$ cat src/rtl/sign_applier_if.sv
// sign_applier_if: count/coefficient FIFO read ports and output FIFO write port of sign_applier
interface sign_applier_if #(
  parameter int COEF_W = 12
);
  logic [7:0] count_in;
  logic count_empty;
  logic count_rd;
  logic [COEF_W-1:0] coef_in;
  logic coef_empty;
  logic coef_rd;
  logic coef_out_afull;
  logic [COEF_W-1:0] coef_out;
  logic coef_out_wr;
  modport master (
    output count_in, count_empty, coef_in, coef_empty, coef_out_afull,
    input count_rd, coef_rd, coef_out, coef_out_wr
  );
  modport slave (
    input count_in, count_empty, coef_in, coef_empty, coef_out_afull,
    output count_rd, coef_rd, coef_out, coef_out_wr
  );
endinterface

$ cat src/rtl/sign_applier.sv
// sign_applier: expands {flip,count} entries over the coefficient stream, inverting the sign of an entry's last coefficient when flip is set (SIGN_APPLIER_STATS_EN enables flip_count)
module sign_applier #(
  parameter int COEF_W = 12,
  parameter int STAT_W = 16
) (
  input  logic clk,
  input  logic rst,
  input  logic clk_en,
  sign_applier_if.slave bus,
  output logic err,
  output logic [STAT_W-1:0] flip_count
);
  typedef enum logic {FETCH, RUN} state_t;
  state_t state_q, state_d;
  logic count_valid_q, count_valid_d, coef_valid_q, coef_valid_d;
  logic flip_q, flip_d, wr_q, wr_d, err_q, err_d;
  logic [6:0] rem_q, rem_d;
  logic [COEF_W-1:0] out_q, out_d;
  logic fetch, nz, advance, last, zero_mag, inv;
  assign fetch = clk_en && state_q == FETCH && count_valid_q;
  assign nz = bus.count_in[6:0] != 7'd0;
  assign advance = clk_en && state_q == RUN && coef_valid_q && !bus.coef_out_afull;
  assign last = rem_q == 7'd1;
  assign zero_mag = bus.coef_in[COEF_W-2:0] == '0;
  assign inv = advance && flip_q && last && !zero_mag;
  assign bus.count_rd = clk_en && !rst && !count_valid_q;
  assign bus.coef_rd = clk_en && !rst && (!coef_valid_q || advance);
  assign bus.coef_out = out_q;
  assign bus.coef_out_wr = wr_q;
  assign err = err_q;
  always_comb begin
    count_valid_d = (count_valid_q && !fetch) || (bus.count_rd && !bus.count_empty);
    coef_valid_d = (coef_valid_q && !advance) || (bus.coef_rd && !bus.coef_empty);
    state_d = (fetch && nz) ? RUN : (advance && last) ? FETCH : state_q;
    rem_d = (fetch && nz) ? bus.count_in[6:0] : advance ? rem_q - 7'd1 : rem_q;
    flip_d = (fetch && nz) ? bus.count_in[7] : flip_q;
    out_d = advance ? {bus.coef_in[COEF_W-1] ^ inv, bus.coef_in[COEF_W-2:0]} : out_q;
    wr_d = advance;
    err_d = err_q || (fetch && !nz) || (advance && flip_q && last && zero_mag);
  end
  always_ff @(posedge clk) begin
    if (rst) begin
      state_q <= FETCH;
      count_valid_q <= 1'b0;
      coef_valid_q <= 1'b0;
      rem_q <= '0;
      flip_q <= 1'b0;
      out_q <= '0;
      wr_q <= 1'b0;
      err_q <= 1'b0;
    end else begin
      state_q <= state_d;
      count_valid_q <= count_valid_d;
      coef_valid_q <= coef_valid_d;
      rem_q <= rem_d;
      flip_q <= flip_d;
      out_q <= out_d;
      wr_q <= wr_d;
      err_q <= err_d;
    end
  end
`ifdef SIGN_APPLIER_STATS_EN
  logic [STAT_W-1:0] flip_count_q, flip_count_d;
  always_comb flip_count_d = (inv && !(&flip_count_q)) ? flip_count_q + 1'b1 : flip_count_q;
  always_ff @(posedge clk) flip_count_q <= rst ? '0 : flip_count_d;
  assign flip_count = flip_count_q;
`else
  assign flip_count = '0;
`endif
endmodule
$ cat src/flat_wrapper.sv
// flat-port wrapper written by rule: the top's interface ports become plain ports
module sign_applier_flat 
#(
  parameter int COEF_W = 12,
  parameter int STAT_W = 16
)
  (clk, rst, clk_en, err, flip_count, bus_count_in, bus_count_empty, bus_coef_in, bus_coef_empty, bus_coef_out_afull, bus_count_rd, bus_coef_rd, bus_coef_out, bus_coef_out_wr);
  sign_applier_if #(.COEF_W(COEF_W)) bus_i ();
  input  logic clk;
  input  logic rst;
  input  logic clk_en;
  output logic err;
  output logic [STAT_W-1:0] flip_count;
  input wire logic [$bits(bus_i.count_in)-1:0] bus_count_in;
  input wire logic [$bits(bus_i.count_empty)-1:0] bus_count_empty;
  input wire logic [$bits(bus_i.coef_in)-1:0] bus_coef_in;
  input wire logic [$bits(bus_i.coef_empty)-1:0] bus_coef_empty;
  input wire logic [$bits(bus_i.coef_out_afull)-1:0] bus_coef_out_afull;
  output wire logic [$bits(bus_i.count_rd)-1:0] bus_count_rd;
  output wire logic [$bits(bus_i.coef_rd)-1:0] bus_coef_rd;
  output wire logic [$bits(bus_i.coef_out)-1:0] bus_coef_out;
  output wire logic [$bits(bus_i.coef_out_wr)-1:0] bus_coef_out_wr;
  assign bus_i.count_in = bus_count_in;
  assign bus_i.count_empty = bus_count_empty;
  assign bus_i.coef_in = bus_coef_in;
  assign bus_i.coef_empty = bus_coef_empty;
  assign bus_i.coef_out_afull = bus_coef_out_afull;
  assign bus_count_rd = bus_i.count_rd;
  assign bus_coef_rd = bus_i.coef_rd;
  assign bus_coef_out = bus_i.coef_out;
  assign bus_coef_out_wr = bus_i.coef_out_wr;
  sign_applier #(.COEF_W(COEF_W), .STAT_W(STAT_W)) u_core (.clk(clk), .rst(rst), .clk_en(clk_en), .bus(bus_i), .err(err), .flip_count(flip_count));
endmodule
$ cat config.mk
export PLATFORM = sky130hd
export DESIGN_NAME = sign_applier_flat
export DESIGN_NICKNAME = d
export VERILOG_FILES = /design/src/rtl/sign_applier_if.sv /design/src/rtl/sign_applier.sv /design/src/flat_wrapper.sv
export SDC_FILE = /design/constraint.sdc
export NUM_CORES = 1
export LEC_CHECK = 0
export BUFFER_PORTS_ARGS = -buffer_cell sky130_fd_sc_hd__buf_2
export CORE_MARGIN = 8
export CORE_UTILIZATION = 49
export CTS_CLUSTER_DIAMETER = 40
export DETAILED_ROUTE_END_ITERATION = 10
export PLACE_DENSITY = 0.9
export SLEW_MARGIN = 40
export SYNTH_ARGS = -nofsm -noshare
export SYNTH_HDL_FRONTEND = slang
export SYNTH_SLANG_ARGS = --single-unit
$ cat constraint.sdc
create_clock -name clk -period 3.6 [get_ports clk]
set_clock_uncertainty 0.2 [all_clocks]
set_input_delay 0.9 -clock clk [delete_from_list [all_inputs] [get_ports clk]]
set_output_delay 0.9 -clock clk [all_outputs]
set_load 0.1 [all_outputs]
# Word level (Yosys, flattened, before mapping)
# Index checks and enable logic that the tools add are counted.
op_classes:
  n_addsub: 1
  n_eq_ne: 1
  mux: 4
  bitwise_logic: 2
  reduce_logical: 38
ops:
  columns: ["cell", "count"]
  rows:
  - ["logical AND 1 bit", 19]
  - ["2-to-1 mux 7 bit", 2]
  - ["logical NOT 11 bit", 1]
  - ["logical NOT 1 bit", 10]
  - ["== test 7 x 1 -> 1 bit, second input constant", 1]
  - ["nonzero test 7 bit", 1]
  - ["subtractor 7 x 1 -> 7 bit, second input constant", 1]
  - ["logical OR 1 bit", 5]
  - ["nonzero test 2 bit", 2]
  - ["2-to-1 mux 1 bit", 2]
  - ["NOT 1 bit", 1]
  - ["bitwise XOR 1 bit", 1]
totals:
  register_bits: 25
  wordCells: 54

# Depth between registers and ports, before layout
# Gate-level depths: netlist (run 1).
depth:
  depth_word: 7
  depth_mapped: 6

# Least setup slack after synthesis (run 1)
# OpenSTA, ideal clock, no wires.
synth_timing:
  kind: "input to output"
  start: "input bus_coef_out_afull"
  end: "output bus_coef_rd"
  arrival_ns: 2.980
  t_required_ns: 2.500
  slack_ns: -0.480
  path_stages: 4
  path_buffers: 2
  path_cell_list: "nand4b_1 > clkbuf_1 > buf_1 > a21oi_1"
synth_via:
  elab_chain_len: 4
synth_lines:
  columns: ["element", "line_no", "source"]
  rows:
  - ["start: declaration", "flat_wrapper.sv:18", "input wire logic [$bits(bus_i.coef_out_afull)-1:0] bus_coef_out_afull;"]
  - ["logical NOT 1 bit", "sign_applier.sv:22", "assign advance = clk_en && state_q == RUN && coef_valid_q && !bus.coef_out_afull;"]
  - ["logical AND 1 bit", "sign_applier.sv:22", null]
  - ["logical OR 1 bit", "sign_applier.sv:27", "assign bus.coef_rd = clk_en && !rst && (!coef_valid_q || advance);"]
  - ["logical AND 1 bit", "sign_applier.sv:27", null]
  - ["end: declaration", "flat_wrapper.sv:20", "output wire logic [$bits(bus_i.coef_rd)-1:0] bus_coef_rd;"]
# Every way passes these cells.

# Worst setup path after layout (run 1)
layout_timing:
  start: "input rst"
  end: "output bus_count_rd"
layout_via:
  elab_chain_len: 3
layout_lines:
  columns: ["element", "line_no", "source"]
  rows:
  - ["start: declaration", "flat_wrapper.sv:10", "input logic rst;"]
  - ["logical NOT 1 bit", "sign_applier.sv:26", "assign bus.count_rd = clk_en && !rst && !count_valid_q;"]
  - ["logical AND 1 bit (2 in a row)", "sign_applier.sv:26", null]
  - ["end: declaration", "flat_wrapper.sv:19", "output wire logic [$bits(bus_i.count_rd)-1:0] bus_count_rd;"]
# Every way passes these cells.

==> run summary, run 1 <==
DIE AREA - 4390 um^2
Post-synth ARST share - 0
Pre-Repair DR Iteration Count - 4
RSZ-0062 raised after global routing - no
Root Buffer - clkbuf_4
Hold WS - 0.262 ns
All-Layer GR Usage - 0.134
Core Area - 2430 um^2
Initial antenna violation count - 0
Mean area per synthesized cell - 8.14 um^2
FF-to-FF path depth - 4
Reg2reg end - u_core.bus.coef_out[11]
ANT nets after route - 0
Final worst-path cycle share - 0.830
Total wire length - 2950 um
Yosys reg bits - 25
Syn Inst Count - 152
Synth cell types - 34
Total internal power - 347 uW
Comb pwr share - 0.246
Main synth FF type - dfxtp_1
Setup WS post-layout - 0.612 ns
P_leak - 0.000631 uW
H-tree lvl count - 1
Starting Density - 0.509
TritonCTS clock tree - yes
WL/cell - 13.4 um
Clock Sinks - 25
Num ports - 58
Die X - 66.3 um
Postcts setup bufs - 0
Avg Vias per Cell - 5.20
Synth warn - 0
Max-slew violations - 0
Die height - 66.3 um
Drt first-iter violations - 39
Setup TNS Final - 0 ns
Share of power burned in registers - 0.529
Slew margin rel. - 0.615
EDFF count, synth - 0
VDD IR max - 299 uV
Worst-Skew Late Latency - 0.31 ns
Crit path required time - 2.50 ns
Detailed placer's ending HPWL - 2350 um
First-pass GRT wire length - 4750 um
NumNets Final - 219
Post-Syn Area - 1240 um^2
Layout cells sized above 1 - 0.263
CP Launch Type - primary input
GPL Wtd Cong - 0.878
Switching power share of the total - 0.357
Hold Crit Start - u_core.bus.coef_out[2]
Hold Crit Depth - 2
Final setup vio count - 0
Worst setup EP type - output pin
Site Rows - 18
IO Port Bufs - 41
Setup CP Type - primary input to output pin
Worst flop-to-flop path startpoint - u_core.coef_valid_q
Critical path data arrival time - 1.89 ns
WHS Endpoint - u_core.bus.coef_out[2]
Fmax - 335 MHz
Pwr/cell area - 373 nW/um^2
Maximum clock insertion buffer count - 2
Via count - 1143
CTS resizes - 0
Crit path time final - 2.99 ns
Largest net degree at the start of global routing - 27
CTS Buf Count - 3
Pre-CTS setup slack - 0.606 ns
Max Cap Violations - 0
Antenna Cells - 0
Sw Pwr - 193 uW
Crit-path max FO - 26
Clock slew at reported path FFs - 0.14 ns
Post-synthesis sequential area ratio - 0.404
Vias in the first global route - 1093
DRC violations left - 0
R2r setup slk - 1.67 ns
Hold_buf cts - 0
Status - completed
Min-delay worst type - flip-flop to flip-flop
Layout area overhead - 17.1%
Hold Vio Cnt, Final - 0
Clock network fraction of total power - 0.225
Global route overflow - 0
Final Power - 540 uW
Core Util, Final - 0.596
Worst-Margin Slew - 0.575 ns
## critical path, stage by stage
cell	delay [ns]
buf_2	0.24
nand2b_1	0.23
nor2_1	0.09
buf_2	0.43
## sequential cells by signal (all words and copies together) (netlist names)
signal	flops
u_core.coef_valid_q	1
u_core.bus.coef_out	12
u_core.err	1
u_core.rem_q	7
u_core.count_valid_q	1
u_core.bus.coef_out_wr	1
u_core.flip_q	1
u_core.state_q	1
## logic make-up after synthesis
logic type / Yosys count / synth area share
buffers and inverters: 27 / 0.131
muxes: 1 / 0.00809
AOI/OAI and AO/OA: 34 / 0.180
other: 1 / 0.00303
and+or+nand+nor: 61 / 0.246
xor gates and xnor gates: 1 / 0.00708
DFF: 25 / 0.404
adders and majority gates: 2 / 0.0202
## cell usage in the layout (no fill, tap or decap), types with 2 or more instances in the layout
cell       count
a21oi_1       21
a22oi_1        2
a2bb2oi_1      4
a31oi_1        2
and3b_1        2
buf_2         40
buf_4          2
clkbuf_4       3
conb_1        16
dfxtp_1       25
ha_1           2
inv_1          3
nand2_1       27
nand2b_1       2
nand3_1        6
nand4_1        2
nor2_1         8
nor3_1         2
nor4_1         3
or3_1          2
## routing by layer
metal / track usage / share of wire / wire [um] / vias up
li1: - / - / - / 577
met4: 0.0480 / 0.0047 / 14 / 0
met2: 0.227 / 0.47 / 1400 / 48
met3: 0.0424 / 0.096 / 282 / 2
met5: 0 / 0 / 0 / -
met1: 0.155 / 0.43 / 1260 / 516
## cells in the mapped netlist (all sizes together) (2+ instances only)
library cell | count | area (um^2)
or4 | 2 | 18.8
a2bb2oi | 4 | 35.0
inv | 3 | 11.3
nor2 | 8 | 30.0
a31oi | 2 | 12.5
nand2 | 27 | 101
and3b | 2 | 17.5
dfxtp | 25 | 500
ha | 2 | 25.0
nor4 | 3 | 18.8
nor3 | 2 | 10.0
nand2b | 2 | 12.5
a22oi | 2 | 15.0
buf | 19 | 133
clkbuf | 5 | 18.8
nand3 | 6 | 30.0
a21oi | 22 | 110
nand4 | 2 | 12.5
or3 | 2 | 12.5
## worst max path at each step
| stage | startpoint | cells after the start | end |
|---|---|---|---|
| 6_report | rst | 4 | bus_count_rd |
| 5_1_grt | rst | 4 | bus_count_rd |
| 4_1_cts | rst | 4 | bus_count_rd |
| 3_5_place_dp | rst | 4 | bus_count_rd |
| 3_3_place_gp | rst | 4 | bus_count_rd |
| 2_1_floorplan | rst | 3 | bus_count_rd |
## layout make-up
cell class                      instances  area, um^2
Multi-Input combinational cell        115         634
Tap cell                               30        37.5
Inverter                                3        11.3
Clock inverter                          1        7.51
Sequential cell                        25         500
Timing Repair Buffer                   43         235
Clock buffer                            3        22.5
Fill cell                             242         983
## metrics by stage
stage	cell area [um^2]	std cells
floorplan	1300	167
global placement	1420	216
detailed placement	1420	216
CTS	1450	220
global route	1450	220
finish	1450	220
## power by group through the flow
stage	registers, uW	logic (uW)	clock network (uW)
6_report	286	133	122
5_1_grt	287	139	143
4_1_cts	286	132	127
3_5_place_dp	292	132	0
3_3_place_gp	292	131	0
2_1_floorplan	293	118	0
Note: power is estimated with default switching activity, not from simulation.
==> run 2, diff against run 1 <==
Settings changed: CORE_UTILIZATION 49 to 41, PLACE_DENSITY 0.9 to 0.81.
Clock period 3.6 ns to 2.4 ns, I/O delays scaled along.
==> run 2 against run 1 <==
Clock power up 59%. Core utilization down 8.1 points. Worst setup slack lost 0.44 ns. Critical path depth down 1. Power up 54%. First-iteration DRC count rose by 87%. Sequential power up 50%. Flip-flop and latch count unchanged. Cell count grew 3.6%. Sequential share of layout area down 1.6 points. Critical path type is now flip-flop to output pin. Critical endpoint is now bus_coef_rd. Highest routed layer unchanged.
==> run summary, run 2 (synthesis results as in run 1) <==
P_leak - 0.000661 uW
Max Cap Violations - 0
Via count - 1153
Detailed placer's ending HPWL - 2450 um
Num ports - 58
Initial antenna violation count - 0
Avg Vias per Cell - 5.06
Filler cells - 308
Setup CP Type - flip-flop to output pin
Total wire length - 3030 um
Max-slew violations - 0
CP Launch Type - flip-flop
Global route overflow - 0
RSZ-0062 raised after global routing - no
Clock Sinks - 25
First-pass GRT wire length - 5230 um
Placed cell count - 224
Setup TNS Final - 0 ns
Min-delay worst type - flip-flop to flip-flop
Vias in the first global route - 1188
Pre-Repair DR Iteration Count - 4
Layout cells sized above 1 - 0.287
Pwr/cell area - 548 nW/um^2
Design Area, Final - 1520 um^2
NumNets Final - 224
Post-Layout Cell Count - 228
Crit path time final - 2.23 ns
Postcts setup bufs - 0
Clock slew at reported path FFs - 0.15 ns
Commonest cells after routing, fill and taps aside - buf_2, nand2_1, dfxtp_1
WHS Endpoint - u_core.bus.coef_out[1]
Status - completed
CP cell instances - nand4b_1 > a21oi_4 > buf_12
WL/cell - 13.3 um
Largest net degree at the start of global routing - 26
Worst flop-to-flop path startpoint - u_core.coef_valid_q
Crit path max-delay family - flip-flops
Site Rows - 20
Root Buffer - clkbuf_4
TritonCTS clock tree - yes
Crit-path max FO - 4
Die X - 70.9 um
Placed inst area - 1490 um^2
CTS resizes - 0
GPL Wtd Cong - 0.801
Sw Pwr - 305 uW
Antenna Cells - 0
Worst-Skew Late Latency - 0.32 ns
Core Area - 2950 um^2
Total internal power - 528 uW
FF-to-FF path depth - 4
Final worst-path cycle share - 0.927
R2r setup slk - 0.58 ns
Hold WS - 0.263 ns
Hold Crit Start - u_core.bus.coef_out[1]
CTS Buf Count - 3
VDD IR max - 352 uV
Most common cell after layout, fill and taps aside - buf_2
Clock network fraction of total power - 0.233
Crit path required time - 1.60 ns
Drt first-iter violations - 73
Reg2reg end - u_core.rem_q[5]
All-Layer GR Usage - 0.125
ANT nets after route - 0
Hold Vio Cnt, Final - 0
Fmax - 449 MHz
DIE AREA - 5030 um^2
Crit-path max cell delay - 0.45 ns
Comb pwr share - 0.250
Final setup vio count - 0
Layout area overhead - 22.9%
Core Util, Final - 0.515
Switching power share of the total - 0.366
Critical path data arrival time - 1.43 ns
DRC violations left - 0
Hold Crit Depth - 2
Share of power burned in registers - 0.516
Die height - 70.9 um
H-tree lvl count - 1
Number of flip-flops in the largest register - 12
Slowest stage cell, crit path - dfxtp_1
Maximum clock insertion buffer count - 2
WP buf/inv - 1
Starting Density - 0.419
IO Port Bufs - 41
Hold_buf cts - 0
Worst setup EP type - output pin
[run 2: area by class of cell]
type / count / area [um^2] / share of cell area
Clock buffer: 3 / 22.5 / 0.0148
Clock inverter: 1 / 7.51 / 0.00494
Inverter: 3 / 11.3 / 0.00741
Multi-Input combinational cell: 115 / 649 / 0.427
Sequential cell: 25 / 500 / 0.329
Tap cell: 33 / 41.3 / 0.0272
Timing Repair Buffer: 48 / 288 / 0.189
[run 2: worst max-delay path by stage]
stage          depth (start not counted)  slack (ns)            end                start
6_report                               3        0.17    bus_coef_rd  u_core.coef_valid_q
3_5_place_dp                           6        0.15  u_core.flip_q      bus_count_in[4]
5_1_grt                                3        0.04    bus_coef_rd  u_core.coef_valid_q
4_1_cts                                3        0.15    bus_coef_rd  u_core.coef_valid_q
2_1_floorplan                          4       -0.12    bus_coef_rd   bus_coef_out_afull
3_3_place_gp                           6        0.19  u_core.flip_q      bus_count_in[4]
[run 2: power groups by stage]
stage	clock [uW]	sequential, uW	combinational [uW]
after CTS	205	430	208
after detailed placement	0	439	207
after global routing	221	432	218
after floorplan	0	441	179
final	194	430	208
after global placement	0	439	206
[run 2: routing by layer]
layer | part of all wire | track usage
met1 | 0.43 | 0.147
met2 | 0.45 | 0.200
met3 | 0.10 | 0.0537
met4 | 0.0073 | 0.0370
met5 | 0 | 0
[run 2: metrics by stage]
step,total power (uW),setup WS [ns]
floorplan,620,-0.123
global placement,645,0.187
detailed placement,647,0.155
CTS,843,0.151
global route,871,0.0432
finish,833,0.175
[run 2: worst min-delay path, cell delays in order (launching register included)]
cell and delay (ns):
dfxtp_1 0.34, nand2_1 0.05, a21oi_1 0.05
